<file path="src/rtl/endian_pkg.sv">
// Endianness helpers shared across the test environment.
package endian_pkg;

  function automatic logic [63:0] bswap64(input logic [63:0] d);
    logic [63:0] r;
    for (int i = 0; i < 8; i++) r[8*i +: 8] = d[56-8*i +: 8];
    return r;
  endfunction

endpackage

</file>
<file path="src/rtl/eth_pkg.sv">
// Shared types and constants for the 10G MAC TX sink: FSM states, frame_err bit
// positions, default frame-length limits and the tkeep byte-count helper.
package eth_pkg;

  localparam int DATA_W = 64;

  typedef enum logic [1:0] {
    IDLE = 2'd0,
    RECV = 2'd1,
    GAP  = 2'd2
  } state_e;

  // frame_err = {abort, keep_err, runt, oversize}
  localparam int ERR_OVERSIZE = 0;
  localparam int ERR_RUNT     = 1;
  localparam int ERR_KEEP     = 2;
  localparam int ERR_ABORT    = 3;

  localparam int DEF_MIN_FRAME_BYTES = 60;
  localparam int DEF_MAX_FRAME_BYTES = 1518;

  // Bytes 12/13 exist only once the frame reaches 14 bytes.
  localparam logic [15:0] ETYPE_MIN_BYTES = 16'd14;

  localparam logic [31:0] CRC_POLY = 32'hEDB88320;
  localparam logic [31:0] CRC_INIT = 32'hFFFFFFFF;

  // Byte count of a last-beat tkeep; 0 unless the ones are contiguous from lane 0.
  function automatic logic [3:0] keep_bytes(input logic [7:0] keep);
    logic [8:0] inc;
    logic [3:0] n;
    inc = {1'b0, keep} + 9'd1;
    n   = '0;
    if (keep != '0 && ({1'b0, keep} & inc) == '0) begin
      for (int i = 0; i < 8; i++) n = n + {3'd0, keep[i]};
    end
    return n;
  endfunction

endpackage

</file>
<file path="src/rtl/eth_crc32_64.sv">
// Reflected IEEE 802.3 CRC-32 update over the kept lanes of one 64-bit beat, lane 0 first.
module eth_crc32_64
  import eth_pkg::*;
(
  input  logic [31:0] crc_in,
  input  logic [63:0] data,
  input  logic [7:0]  keep,
  output logic [31:0] crc_out
);

  logic [31:0] c;

  always_comb begin
    c = crc_in;
    for (int l = 0; l < 8; l++) begin
      if (keep[l]) begin
        c = c ^ {24'd0, data[8*l +: 8]};
        for (int b = 0; b < 8; b++) c = c[0] ? ((c >> 1) ^ CRC_POLY) : (c >> 1);
      end
    end
    crc_out = c;
  end

endmodule

</file>
<file path="src/rtl/eth_tx_sink.sv">
// eth_tx_sink: TX AXI-Stream sink for the 10G MAC bench; throttles tready with an
// inter-frame gap and reports per-frame length/flags. ETH_TX_SINK_CRC_EN adds frame_crc.
module eth_tx_sink
  import eth_pkg::*;
  import endian_pkg::*;
#(
  parameter int GAP_CYCLES      = 2,
  parameter int MIN_FRAME_BYTES = DEF_MIN_FRAME_BYTES,
  parameter int MAX_FRAME_BYTES = DEF_MAX_FRAME_BYTES
) (
  input  logic                  eth_clk,
  input  logic                  sys_rst,
  input  logic                  s_axis_tx_tvalid,
  input  logic [DATA_W-1:0]     s_axis_tx_tdata,
  input  logic [DATA_W/8-1:0]   s_axis_tx_tkeep,
  input  logic                  s_axis_tx_tlast,
  input  logic                  s_axis_tx_tuser,
  output logic                  s_axis_tx_tready,
  output logic                  frame_valid,
  output logic [15:0]           frame_len,
  output logic [3:0]            frame_err,
  output logic [31:0]           frame_count,
  output logic [63:0]           first_beat,
  output logic [15:0]           ethertype
`ifdef ETH_TX_SINK_CRC_EN
  ,
  output logic [31:0]           frame_crc
`endif
);

  state_e      state_q, state_d;
  logic        tready_q, tready_d;
  logic [15:0] gap_cnt_q, gap_cnt_d;
  logic [15:0] len_q, len_d;
  logic        kerr_q, kerr_d;
  logic [1:0]  beat_q, beat_d;
  logic [63:0] first_q, first_d;
  logic [15:0] etype_q, etype_d;

  logic        fv_q, fv_d;
  logic [15:0] flen_q, flen_d;
  logic [3:0]  ferr_q, ferr_d;
  logic [31:0] fcnt_q, fcnt_d;
  logic [63:0] fbeat_q, fbeat_d;
  logic [15:0] fet_q, fet_d;

  logic        xfer;
  logic        in_frame;
  logic [3:0]  last_bytes;
  logic [16:0] sum;
  logic [15:0] len_sat;
  logic        beat_kerr;
  logic        kerr_all;

  assign xfer     = s_axis_tx_tvalid & tready_q;
  assign in_frame = (state_q == RECV);

  always_comb begin
    last_bytes = keep_bytes(s_axis_tx_tkeep);
    sum        = {1'b0, (in_frame ? len_q : 16'd0)}
               + (s_axis_tx_tlast ? {13'd0, last_bytes} : 17'd8);
    len_sat    = sum[16] ? 16'hFFFF : sum[15:0];
    beat_kerr  = s_axis_tx_tlast ? (last_bytes == 4'd0) : (s_axis_tx_tkeep != 8'hFF);
    kerr_all   = (in_frame & kerr_q) | beat_kerr;

    state_d   = state_q;
    gap_cnt_d = gap_cnt_q;
    len_d     = len_q;
    kerr_d    = kerr_q;
    beat_d    = beat_q;
    first_d   = first_q;
    etype_d   = etype_q;
    fv_d      = 1'b0;
    flen_d    = flen_q;
    ferr_d    = ferr_q;
    fcnt_d    = fcnt_q;
    fbeat_d   = fbeat_q;
    fet_d     = fet_q;

    case (state_q)
      IDLE, RECV: begin
        if (xfer) begin
          len_d  = len_sat;
          kerr_d = kerr_all;
          beat_d = !in_frame ? 2'd1 : ((beat_q == 2'd2) ? 2'd2 : beat_q + 2'd1);
          if (!in_frame) first_d = bswap64(s_axis_tx_tdata);
          if (in_frame && beat_q == 2'd1)
            etype_d = {s_axis_tx_tdata[39:32], s_axis_tx_tdata[47:40]};
          state_d = RECV;
          if (s_axis_tx_tlast) begin
            fv_d                   = 1'b1;
            flen_d                 = len_sat;
            ferr_d[ERR_ABORT]      = s_axis_tx_tuser;
            ferr_d[ERR_KEEP]       = kerr_all;
            ferr_d[ERR_RUNT]       = len_sat < 16'(MIN_FRAME_BYTES);
            ferr_d[ERR_OVERSIZE]   = len_sat > 16'(MAX_FRAME_BYTES);
            fcnt_d                 = fcnt_q + 32'd1;
            fbeat_d                = first_d;
            // A frame ending on beat 0 or 1 may be shorter than the ethertype field.
            fet_d                  = (len_sat >= ETYPE_MIN_BYTES) ? etype_d : 16'd0;
            if (GAP_CYCLES > 0) begin
              state_d   = GAP;
              gap_cnt_d = 16'(GAP_CYCLES - 1);
            end else begin
              state_d   = IDLE;
            end
          end
        end
      end
      GAP: begin
        if (gap_cnt_q == 16'd0) state_d = IDLE;
        else                    gap_cnt_d = gap_cnt_q - 16'd1;
      end
      default: state_d = IDLE;
    endcase

    tready_d = (state_d != GAP);
  end

  // control and reported results
  always_ff @(posedge eth_clk) begin
    if (sys_rst) begin
      state_q   <= IDLE;
      tready_q  <= 1'b0;
      gap_cnt_q <= '0;
      fv_q      <= 1'b0;
      flen_q    <= '0;
      ferr_q    <= '0;
      fcnt_q    <= '0;
      fbeat_q   <= '0;
      fet_q     <= '0;
    end else begin
      state_q   <= state_d;
      tready_q  <= tready_d;
      gap_cnt_q <= gap_cnt_d;
      fv_q      <= fv_d;
      flen_q    <= flen_d;
      ferr_q    <= ferr_d;
      fcnt_q    <= fcnt_d;
      fbeat_q   <= fbeat_d;
      fet_q     <= fet_d;
    end
  end

  // per-frame accumulators, rebased on the first beat of every frame
  always_ff @(posedge eth_clk) begin
    len_q   <= len_d;
    kerr_q  <= kerr_d;
    beat_q  <= beat_d;
    first_q <= first_d;
    etype_q <= etype_d;
  end

  assign s_axis_tx_tready = tready_q;
  assign frame_valid      = fv_q;
  assign frame_len        = flen_q;
  assign frame_err        = ferr_q;
  assign frame_count      = fcnt_q;
  assign first_beat       = fbeat_q;
  assign ethertype        = fet_q;

`ifdef ETH_TX_SINK_CRC_EN
  logic [31:0] crc_q, crc_d, crc_base, crc_next, fcrc_q, fcrc_d;

  assign crc_base = in_frame ? crc_q : CRC_INIT;

  eth_crc32_64 u_crc (
    .crc_in  (crc_base),
    .data    (s_axis_tx_tdata),
    .keep    (s_axis_tx_tkeep),
    .crc_out (crc_next)
  );

  always_comb begin
    crc_d  = xfer ? crc_next : crc_q;
    fcrc_d = (xfer && s_axis_tx_tlast) ? ~crc_next : fcrc_q;
  end

  always_ff @(posedge eth_clk) begin
    crc_q <= crc_d;
    if (sys_rst) fcrc_q <= '0;
    else         fcrc_q <= fcrc_d;
  end

  assign frame_crc = fcrc_q;
`endif

endmodule

</file>
<file path="config.mk">
export PLATFORM = sky130hd
export DESIGN_NAME = eth_tx_sink
export DESIGN_NICKNAME = d
export VERILOG_FILES = /design/src/rtl/endian_pkg.sv /design/src/rtl/eth_pkg.sv /design/src/rtl/eth_crc32_64.sv /design/src/rtl/eth_tx_sink.sv
export SDC_FILE = /design/constraint.sdc
export NUM_CORES = 1
export LEC_CHECK = 0
export BUFFER_PORTS_ARGS = -buffer_cell sky130_fd_sc_hd__buf_2
export CAP_MARGIN = 15
export CORE_UTILIZATION = 54
export DETAILED_ROUTE_END_ITERATION = 10
export PLACE_DENSITY = 0.78
export SLEW_MARGIN = 40
export SYNTH_ARGS = -nofsm -noshare
export SYNTH_HDL_FRONTEND = slang
export SYNTH_SLANG_ARGS = --single-unit
</file>
<file path="constraint.sdc">
create_clock -name eth_clk -period 18.9 [get_ports eth_clk]
set_clock_uncertainty 0.05 [all_clocks]
set_input_delay 0 -clock eth_clk [delete_from_list [all_inputs] [get_ports eth_clk]]
set_output_delay 0 -clock eth_clk [all_outputs]
set_load 0.05 [all_outputs]
</file>
==> impl_metrics.json <==
{
  "status": "finished clean",
  "insertion_delay_ps": 530,
  "die_h_um": 142.7,
  "ys.flop_type": "dfxtp_1",
  "setup_ws_ps": 13960,
  "drive_above_1_share_pct": 20.75,
  "min_period_over_period_pct": 26.15,
  "num_vias": 9051,
  "pre_cts_ws_ps": 13130,
  "synth_edf_count": 99,
  "cts-root-buf": "clkbuf_16",
  "yosysMostFrequentCell": "nand2_1",
  "hpwl_um": 15800,
  "cts.sinks": 251,
  "drc_errors": 0,
  "antenna_found_initial": 0,
  "ant_nets": 0,
  "finalCriticalPeriod_ps": 4943,
  "grt_pass1_wl_um": 42150,
  "yosys.area.top_type": "dfxtp_1",
  "critPathMaxFanout": 10,
  "post_cts_buffers": 0,
  "required_ps": 19270,
  "clockBufferDepth": 3,
  "wl_um": 26180,
  "nFillCells": 1476,
  "synth_area_um2": 10690,
  "ys_warn_count": 0,
  "dieArea_um2": 20360,
  "grt_max_degree": 83,
  "holdPathStages": 4,
  "rsz0062_at_grt": "no",
  "routed_via_density": 5.302,
  "async_flop_share_pct": 0,
  "ys_seq_elements": 251,
  "drt-wirelength-per-cell_um": 15.34,
  "power.leakage_nw": 5.741,
  "r2r_start": "state_q[0]$_SDFF_PP0_",
  "startpoint": "s_axis_tx_tkeep[0]",
  "grt.total_usage_pct": 25.72,
  "start_util_pct": 54.93,
  "drv_cap": 0,
  "fp.dieW_um": 142.7,
  "min_from": "s_axis_tx_tkeep[3]",
  "slew_viol_final": 0,
  "ys_top_cells_by_count": "nand2_1 (411), dfxtp_1 (152), edfxtp_1 (99)",
  "grt_pass1_vias": 8669,
  "area_growth_syn_to_layout_pct": 25.78,
  "relSlewSlack_pct": 47.05,
  "reg2regPathDepth": 13,
  "syn_area_per_cell_um2": 9.137,
  "htree_levels": 1,
  "powerDensity_nw_per_um2": 94.37,
  "yosys.area.top_type_share_pct": 28.46,
  "cts.clk_slew.worst_paths_ps": 60,
  "finalNetCount": 1517,
  "seq_area_frac_synth_pct": 56.27,
  "finalHoldViolations": 0,
  "synth_cell_types": 55,
  "overflow": 0,
  "netlist_instances": 1170,
  "timing.fmax_mhz": 202.3,
  "synth_fp_nets": 1266,
  "place.port_buffers": 210,
  "initialDrtViolationCount": 517,
  "gp_congestion": 0.9013,
  "setup_tns_ps": 0,
  "cts_made_buffers": 26,
  "tritoncts": "yes",
  "crit_type": "input pin to register",
  "cp-start-kind": "input pin",
  "synth_area_leaders": "dfxtp_1 (28%), edfxtp_1 (28%), nand2_1 (14%), a21oi_1 (4.1%), nor2_1 (2.7%)",
  "dr.pass1.iters": 7,
  "arrival_ps": 5310,
  "setup_viol": 0,
  "hp-class": "input pin to register",
  "row_count": 51,
  "worst_slew_pin_slew_ps": 794.3,
  "crit_path_end_kind": "register",
  "pin_count": 211,
  "core_area_um2": 19460,
  "vdd_drop_max_uv": 73.01
}
==> cells in the final DEF, fill, tap and decap left out, types with 22 or more instances in the layout <==
cell	Yosys	layout
nand2_1	411	410
buf_2	0	209
dfxtp_1	152	152
edfxtp_1	99	99
a21oi_1	88	87
nor2_1	76	73
dlygate4sd3_1	0	69
inv_1	29	29
xor2_1	27	27
clkbuf_16	0	26
xnor2_1	22	22
==> power breakdown <==
group	leakage, nW	internal (W)	switching (W)	total [W]
Clock	0.388	0.000273	0.000205	0.000478
Sequential	2.16	0.000597	0.0000152	0.000612
Combinational	3.20	0.0000608	0.000118	0.000179
==> registers in the layout, summed over array words and instances, names as in the netlist <==
signal / cells
ethertype: 16
s_axis_tx_tready: 1
etype_q: 16
beat_q: 2
len_q: 16
state_q: 2
frame_err: 4
gap_cnt_q: 16
frame_valid: 1
kerr_q: 1
frame_len: 16
first_q: 64
frame_count: 32
first_beat: 64
==> timing repair <==
item	4_1_cts	5_1_grt
gates resized for setup	0	0
hold buffers	69	0
endpoints found under the hold margin	191	0
==> cells by family after synthesis <==
group,Yosys count,synth area share [%]
AO/OA/AOI/OAI,146,8.240
XOR/XNOR,49,4.014
adder cells (fa/ha/maj),19,2.575
buffers and inverters,93,3.476
flip-flops,251,56.27
multiplexers,20,2.118
AND/OR/NAND/NOR,592,23.30
==> cell type report <==
class | instances | area [µm²] | area share [%]
clock inverters | 5 | 43.79 | 0.3257
repair buffers | 287 | 1843 | 13.71
flip-flops and latches | 251 | 6016 | 44.74
inverters | 29 | 108.9 | 0.8095
diodes | 1 | 2.502 | 0.01861
clock buffers | 43 | 754.5 | 5.611
multi-input cells | 826 | 4347 | 32.33
well taps | 265 | 331.6 | 2.466
==> critical path, stage by stage <==
cell      delay (ps)
buf_2            100
inv_1             80
fa_1             570
fa_1             440
fa_1             490
inv_1             40
ha_1             200
fa_1             510
nand3_1          140
fa_1             480
nand2b_1         210
a21o_1           220
or4_4            470
mux2_4           320
o21ai_2          120
nand3b_2         140
nor3_4           490
buf_6            220
o21ai_2           70
==> through the flow <==
stage	util (%)	cells	cell area, µm²	total power, W	hold WS [ps]
6_report	69.09	1707	13450	0.001269	18.48
5_1_grt	69.08	1706	13440	0.001319	19.80
4_1_cts	68.96	1705	13420	0.001275	17.08
3_5_place_dp	61.31	1588	11930	0.0007882	197.8
3_3_place_gp	61.07	1587	11890	0.0007821	192.8
2_1_floorplan	-	1170	10690	0.0007441	86.05
==> final timing paths <==
check | end | slack [ps]
setup reg to reg | ethertype[14]$_SDFFE_PP0P_ | 15020
hold / removal | kerr_q$_DFFE_PP_ | 20
hold reg to reg | ethertype[15]$_SDFFE_PP0P_ | 400
setup / recovery | ethertype[14]$_SDFFE_PP0P_ | 13960
==> per-layer routing <==
layer / vias up / track usage (%) / share of wire [%]
li1: 4408 / - / -
met1: 4267 / 32.74 / 43
met2: 310 / 43.55 / 47
met3: 66 / 5.164 / 6.3
met4: 0 / 8.942 / 3.4
met5: - / 0 / 0
Power figures use the tool's default switching activity.
